<file path="config.mk">
export PLATFORM = sky130hd
export DESIGN_NAME = muldiv_unit
export DESIGN_NICKNAME = d
export VERILOG_FILES = /design/src/rtl/muldiv_pkg.sv /design/src/rtl/muldiv_unit.sv
export SDC_FILE = /design/constraint.sdc
export NUM_CORES = 1
export LEC_CHECK = 0
export ABC_AREA = 1
export ABC_CLOCK_PERIOD_IN_PS = 4310
export CAP_MARGIN = 5
export CORE_UTILIZATION = 30
export DETAILED_ROUTE_END_ITERATION = 12
export PLACE_DENSITY = 0.54
export REMOVE_ABC_BUFFERS = 1
export SLEW_MARGIN = 20
export SYNTH_ARGS = -nofsm -noshare
export SYNTH_HDL_FRONTEND = slang
export SYNTH_SLANG_ARGS = --single-unit
</file>
<file path="constraint.sdc">
create_clock -name clock -period 4.31 [get_ports clock]
set_input_delay 0.862 -clock clock [delete_from_list [all_inputs] [get_ports clock]]
set_output_delay 0.862 -clock clock [all_outputs]
set_load 0.1 [all_outputs]
</file>
<file path="src/rtl/muldiv_pkg.sv">
// Shared encodings for the multiply/divide unit: funct3 operation codes and FSM states.
package muldiv_pkg;

  localparam logic [2:0] OP_MUL    = 3'b000;
  localparam logic [2:0] OP_MULH   = 3'b001;
  localparam logic [2:0] OP_MULHSU = 3'b010;
  localparam logic [2:0] OP_MULHU  = 3'b011;
  localparam logic [2:0] OP_DIV    = 3'b100;
  localparam logic [2:0] OP_DIVU   = 3'b101;
  localparam logic [2:0] OP_REM    = 3'b110;
  localparam logic [2:0] OP_REMU   = 3'b111;

  localparam logic [1:0] S_IDLE = 2'd0;
  localparam logic [1:0] S_CALC = 2'd1;
  localparam logic [1:0] S_DONE = 2'd2;

endpackage

</file>
<file path="src/rtl/muldiv_unit.sv">
// Iterative 32-bit multiply/divide: fixed 33-cycle latency from accept to done, start ignored while busy.
// Mul and div share the operand registers, the 64-bit accumulator and the iteration counter.
module muldiv_unit
  import muldiv_pkg::*;
(
  input  logic        clock,
  input  logic        reset,
  input  logic        start,
  input  logic [2:0]  funct3,
  input  logic [31:0] operandA,
  input  logic [31:0] operandB,
  input  logic [4:0]  rdIn,
  output logic        busy,
  output logic        done,
  output logic [31:0] result,
  output logic [4:0]  rdOut
);

  logic [1:0]  state;
  logic [5:0]  cnt;
  logic [2:0]  op_q;
  logic [4:0]  rd_q;
  logic [31:0] opb_q;
  logic [63:0] acc;
  logic        neg_main;
  logic        neg_rem;

  logic        sign_a;
  logic        sign_b;
  logic [31:0] mag_a;
  logic [31:0] mag_b;
  logic [32:0] mul_sum;
  logic [63:0] mul_next;
  logic [32:0] rem_sh;
  logic [32:0] diff;
  logic [63:0] div_next;
  logic [63:0] prod;
  logic [31:0] quot;
  logic [31:0] remv;
  logic [31:0] final_val;

  // Operand sign treatment at accept time; magnitudes are what the iterations work on.
  always_comb begin
    sign_a = operandA[31] & (funct3 == OP_MUL || funct3 == OP_MULH || funct3 == OP_MULHSU ||
                             funct3 == OP_DIV || funct3 == OP_REM);
    sign_b = operandB[31] & (funct3 == OP_MUL || funct3 == OP_MULH ||
                             funct3 == OP_DIV || funct3 == OP_REM);
    mag_a  = sign_a ? -operandA : operandA;
    mag_b  = sign_b ? -operandB : operandB;
  end

  // Multiply: acc = {partial, multiplier}, shifted right each step.
  // Divide: acc = {remainder, dividend/quotient}, shifted left each step.
  always_comb begin
    mul_sum  = {1'b0, acc[63:32]} + (acc[0] ? {1'b0, opb_q} : 33'd0);
    mul_next = {mul_sum, acc[31:1]};
    rem_sh   = acc[63:31];
    diff     = rem_sh - {1'b0, opb_q};
    div_next = diff[32] ? {rem_sh[31:0], acc[30:0], 1'b0}
                        : {diff[31:0],   acc[30:0], 1'b1};
  end

  always_comb begin
    prod = neg_main ? -acc : acc;
    quot = neg_main ? -acc[31:0] : acc[31:0];
    remv = neg_rem ? -acc[63:32] : acc[63:32];
    case (op_q)
      OP_MUL:                       final_val = prod[31:0];
      OP_MULH, OP_MULHSU, OP_MULHU: final_val = prod[63:32];
      OP_DIV, OP_DIVU:              final_val = (opb_q == 32'd0) ? 32'hFFFF_FFFF : quot;
      default:                      final_val = remv;
    endcase
  end

  always_ff @(posedge clock) begin
    if (reset) begin
      state    <= S_IDLE;
      cnt      <= 6'd0;
      op_q     <= 3'd0;
      rd_q     <= 5'd0;
      opb_q    <= 32'd0;
      acc      <= 64'd0;
      neg_main <= 1'b0;
      neg_rem  <= 1'b0;
      result   <= 32'd0;
      rdOut    <= 5'd0;
    end else begin
      case (state)
        S_IDLE: begin
          if (start) begin
            state    <= S_CALC;
            cnt      <= 6'd0;
            op_q     <= funct3;
            rd_q     <= rdIn;
            opb_q    <= mag_b;
            acc      <= {32'd0, mag_a};
            neg_main <= sign_a ^ sign_b;
            neg_rem  <= sign_a;
          end
        end
        S_CALC: begin
          // 32 iteration edges, then one edge to apply sign and special cases.
          if (cnt == 6'd32) begin
            state  <= S_DONE;
            cnt    <= 6'd0;
            result <= final_val;
            rdOut  <= rd_q;
          end else begin
            cnt <= cnt + 6'd1;
            acc <= op_q[2] ? div_next : mul_next;
          end
        end
        default: state <= S_IDLE;
      endcase
    end
  end

  assign busy = (state != S_IDLE);
  assign done = (state == S_DONE);

endmodule

</file>
**After elaboration in Yosys (flattened, before gate mapping)**

Cells that the tools add are included.

- Register bits after elaboration: 151
- Bits of input ports: 75
- Output and inout bits: 39

- Add/sub/neg operators: 8
- Eq/ne operators: 15
- Mux-type cells: 19
- Bitwise operators: 3
- Reduce and logical (&&, ||, !) cells: 19

Operator list:

| kind | number |
|---|---|
| two-way mux 64 bit | 5 |
| two-way mux 32 bit | 6 |
| negator 32 bit | 4 |
| one-hot mux 64 bit (2 select lines) | 1 |
| one-hot mux 32 bit (3 select lines) | 1 |
| negator 64 bit | 1 |
| adder 32 x 32 -> 33 bit | 1 |
| subtractor 33 x 32 -> 33 bit | 1 |
| logical NOT 32 bit | 1 |
| == test 3 bit (second input constant) | 4 |
| two-way mux 6 bit | 2 |
| one-hot mux 6 bit (2 select lines) | 1 |
| == test 3 x 2 -> 1 bit (second input constant) | 3 |
| AND reduction 2 bit | 4 |
| adder 6 x 1 -> 6 bit (second input constant) | 1 |
| == test 3 x 1 -> 1 bit (second input constant) | 2 |
| == test 6 bit (second input constant) | 1 |
| logical NOT 3 bit | 2 |
| logical OR 1 bit | 6 |
| != test 2 bit (second input constant) | 3 |
| two-way mux 2 bit | 2 |
| one-hot mux 2 bit (2 select lines) | 1 |
| nonzero test 2 bit | 2 |
| AND reduction 3 bit | 1 |
| other kinds (7) | 8 |

**Depth between registers and ports, before layout**

- Depth after elaboration: 9
- Mapped depth: 21
- Mapped depth without buffers: 19

**Worst setup path after synthesis**

No wires, ideal clock.

- Kind: register to register
- Start point: register acc[0]
- End point: register acc[53]
- Arrival: 2,473 ps
- Required time: 4,178 ps
- Slack: 1,705 ps
- Cell stages (with the launch flop): 20
- Period minus slack after synthesis: 2,605 ps
- Cell sequence: dfxtp_1 buf_2 clkbuf_1 nand2_1 inv_1 ha_1 inv_1 fa_1 inv_1 nand3_1 nand2_1 inv_1 nor2_1 nor2_1 o21ai_0 nand2_1 nand3_1 nand3_1 nand3_1 a21oi_1

- Longest elaborated chain between the ends: 5

RTL lines:

| item | line | text |
|---|---|---|
| start, declared | muldiv_unit.sv:24 | `logic [63:0] acc;` |
| start signal, assigned | muldiv_unit.sv:96 | `acc <= {32'd0, mag_a};` |
| start signal, assigned | muldiv_unit.sv:110 | `acc <= op_q[2] ? div_next : mul_next;` |
| two-way mux 32 bit | muldiv_unit.sv:55 | `mul_sum = {1'b0, acc[63:32]} + (acc[0] ? {1'b0, opb_q} : 33'd0);` |
| adder 32 x 32 -> 33 bit | muldiv_unit.sv:55 |  |
| two-way mux 64 bit | muldiv_unit.sv:110 |  |
| two-way mux 64 bit | muldiv_unit.sv:103 | `if (cnt == 6'd32) begin` |
| one-hot mux 64 bit (2 select lines) | muldiv_unit.sv:88 | `case (state)` |

No other way between the ends. The select of a mux whose other input is x is not followed.
A chain may end at the register's enable or synchronous reset.

**Worst setup path after layout**

- Start point: register acc[31]
- End point: register acc[33]

- Longest elaborated chain between the ends: 5

RTL lines:

| item | line | text |
|---|---|---|
| subtractor 33 x 32 -> 33 bit | muldiv_unit.sv:58 | `diff = rem_sh - {1'b0, opb_q};` |
| two-way mux 64 bit | muldiv_unit.sv:59 | `div_next = diff[32] ? {rem_sh[31:0], acc[30:0], 1'b0}` |
| two-way mux 64 bit | muldiv_unit.sv:110 |  |
| two-way mux 64 bit | muldiv_unit.sv:103 |  |
| one-hot mux 64 bit (2 select lines) | muldiv_unit.sv:88 |  |

No other way between the ends. The select of a mux whose other input is x is not followed.

==> results.json <==
{
  "power_frac_clock": 0.276,
  "die_y_um": 236,
  "rsz0062_at_grt": "false",
  "numCtsBuffers": 17,
  "period_minus_slack_ps": 3090,
  "core_sq_um": 54000,
  "finalSetupTns_ps": 0,
  "grt_max_degree": 68,
  "netlist_instances": 3033,
  "critPathLaunchType": "register",
  "via_count": 19500,
  "worstPathCellList": "buf_4 -> inv_1 -> ha_1 -> fa_1 -> inv_1 -> nand2_1 -> nand2_1 -> nand3_1 -> nand2_1 -> nand2_1 -> nand2_2 -> nand2_4 -> nand3_2 -> nand2_4 -> nand2_1 -> nand2_1 -> o21ai_1 -> a21oi_1",
  "wl_um": 67000,
  "slowest_delay_ps": 360,
  "h-tree-depth": 4,
  "drv_slew": 0,
  "hold_viol": 0,
  "worstHoldPathType": "reg -> reg",
  "antenna_found_initial": 0,
  "ctsLongestPathBuffers": 2,
  "cts_setup_buffers": 0,
  "grt_use_total": 0.237,
  "cts_sinks": 151,
  "fill_cells": 6138,
  "swShare": 0.453,
  "viasPerCell": 5.14,
  "worst_setup_path_end_kind": "register",
  "p_leak_nw": 9.08,
  "wl_per_cell_um": 17.6,
  "ctsHoldBuffers": 0,
  "timing.fmax_ghz": 0.323,
  "portBuffers": 113,
  "outcome": "complete, no violations",
  "yosysWarnings": 0,
  "fin_nets": 3240,
  "drt-initial-drc-count": 2270,
  "row_count": 85,
  "grt-ovfl-total": 0,
  "die_area_sq_um": 55700,
  "ys_types": 51,
  "place_ws_ps": 991,
  "seqPwrFrac": 0.299,
  "netlist_area_sq_um": 16400,
  "ant_nets": 0,
  "fin_skew_ps": 12.1,
  "drcViolationCount": 0,
  "ir_drop_v": 0.000282,
  "power_density_nw_per_um2": 289,
  "cpMostUsedCell": "nand2_1",
  "fp.dieW_um": 236,
  "drive_gt1_frac": 0.0393,
  "area_growth_pct": 14.4,
  "path_class": "reg -> reg",
  "cts-root-buf": "clkbuf_16",
  "grt_pass1_wl_um": 102000,
  "p_switching_w": 0.00246,
  "intPower_w": 0.00297,
  "synth_edf_count": 0,
  "finalSetupViolations": 0,
  "grt_pass1_vias": 17300,
  "slowest_stage": "fa_1",
  "gp_congestion": 0.966,
  "dp_hpwl_um": 53000,
  "clock_latency_ps": 500,
  "drt_pass1_iterations": 6,
  "crit_required_ps": 4700,
  "cts_tree": "done",
  "min_period_over_period": 0.718,
  "cts_resized": 0,
  "crit_buf_inv": 3,
  "synth.avg_cell_area_sq_um": 5.42,
  "ys_async_sr_fraction": 0,
  "worstMarginPinSlew_ps": 1030,
  "critPathTopFamily": "simple AND/OR/NAND/NOR gates",
  "ys_seq_area_frac": 0.184,
  "ys_ff_latch": 151,
  "dominantRegCellSynth": "dfxtp_1",
  "critPathMaxFanout": 29,
  "cap_violations": 0,
  "relSlewSlack": 0.311,
  "setup_ws_ps": 1220,
  "p_comb_frac": 0.425,
  "clk_pin_slew_ps": 70,
  "start_util": 0.304,
  "n_antenna_cell": 0,
  "crit_arrival_ps": 3480,
  "ios": 114
}
## tightest hold or removal path, stage by stage, from the launching register on
cell,delay (ps)
dfxtp_1,310
nand2_1,60
a21oi_1,50
## cells in the mapped netlist (4+ instances only)
master	instances	area, sq um
a21o_1	4	30.0
a21oi_1	266	1330
a31oi_1	24	150
and2_1	6	37.5
buf_1	9	33.8
buf_2	12	60.1
clkbuf_1	83	312
clkinv_1	6	22.5
dfxtp_1	151	3020
ha_1	70	876
inv_1	436	1640
inv_2	8	30.0
nand2_1	859	3220
nand2_4	5	56.3
nand3_1	275	1380
nand3b_1	15	113
nand4_1	41	257
nor2_1	345	1290
nor2_2	9	56.3
nor2_4	4	45.0
nor3_1	30	150
nor4_1	4	25.0
o211ai_1	18	135
o21ai_0	239	1200
o21ai_1	11	55.1
o221ai_1	6	52.6
or2_2	9	56.3
xnor2_1	10	87.6
xor2_1	43	377
## final cells by class
type,instances,area [sq um],area share
Multi-Input combinational cell,2323,11300,0.599
Inverter,451,1690,0.0901
Sequential cell,151,3020,0.161
Clock buffer,21,460,0.0245
Clock inverter,11,92.6,0.00492
Tap cell,696,871,0.0463
Timing Repair Buffer,149,1400,0.0744
## flip-flops by register name (all words and copies together) (netlist names)
| name | cells |
|---|---|
| state | 2 |
| op_q | 3 |
| opb_q | 32 |
| acc | 64 |
| result | 32 |
| rdOut | 5 |
| neg_rem | 1 |
| neg_main | 1 |
| cnt | 6 |
| rd_q | 5 |
## placed cells by master (no fill, tap or decap), types with 10 or more instances in the layout
cell	n
nor2_1	344
inv_1	434
clkdlybuf4s50_1	112
o21ai_1	11
nor3_1	30
buf_4	37
nand3b_1	15
ha_1	70
nand4_1	41
nor2_2	10
dfxtp_1	150
inv_2	11
a21oi_1	266
clkbuf_16	17
xor2_1	43
o211ai_1	18
nand3_1	275
nand2_1	858
o21ai_0	239
xnor2_1	10
a31oi_1	24
## routing by layer
metal	GRT usage	vias up	wire, um
met4	0.0695	0	1480
met2	0.349	730	28000
met3	0.0414	64	5330
li1	-	9924	-
met1	0.348	8816	32300
met5	0	-	0
## through the flow
step           instances  total power, W  hold slack, ps   util  cell area [sq um]
2_1_floorplan       2925         0.00312             439      -              16000
3_3_place_gp        3770         0.00392             454  0.338              18300
3_5_place_dp        3770         0.00391             457  0.338              18300
4_1_cts             3802         0.00543             468  0.348              18800
5_1_grt             3802         0.00579             484  0.348              18800
6_report            3802         0.00543             468  0.348              18800
## worst paths after layout
kind	cells past startpoint	to	startpoint	slack [ps]
max	18	acc[33]	acc[31]	1220
max reg2reg	18	acc[33]	acc[31]	1220
min reg2reg	2	result[28]	result[28]	470
min	2	result[28]	result[28]	470
## kinds of logic (layout without fill, tap and decap cells)
family	count (synthesis)	in the layout	share of synthesized area
xor gates and xnor gates	53	53	0.0282
adders and majority gates	72	72	0.0557
DFF	151	151	0.184
and+or+nand+nor	1614	1614	0.414
buffers and inverters	559	632	0.131
AOI/OAI and AO/OA	584	584	0.188
## power by group through the flow
stage               clock network [W]  registers [W]  logic (W)
CTS                           0.00154        0.00162    0.00227
finish                        0.00150        0.00162    0.00231
detailed placement                  0        0.00165    0.00226
floorplan                           0        0.00162    0.00150
global route                  0.00159        0.00163    0.00257
global placement                    0        0.00165    0.00227
Note: power is estimated with default switching activity, not from simulation.
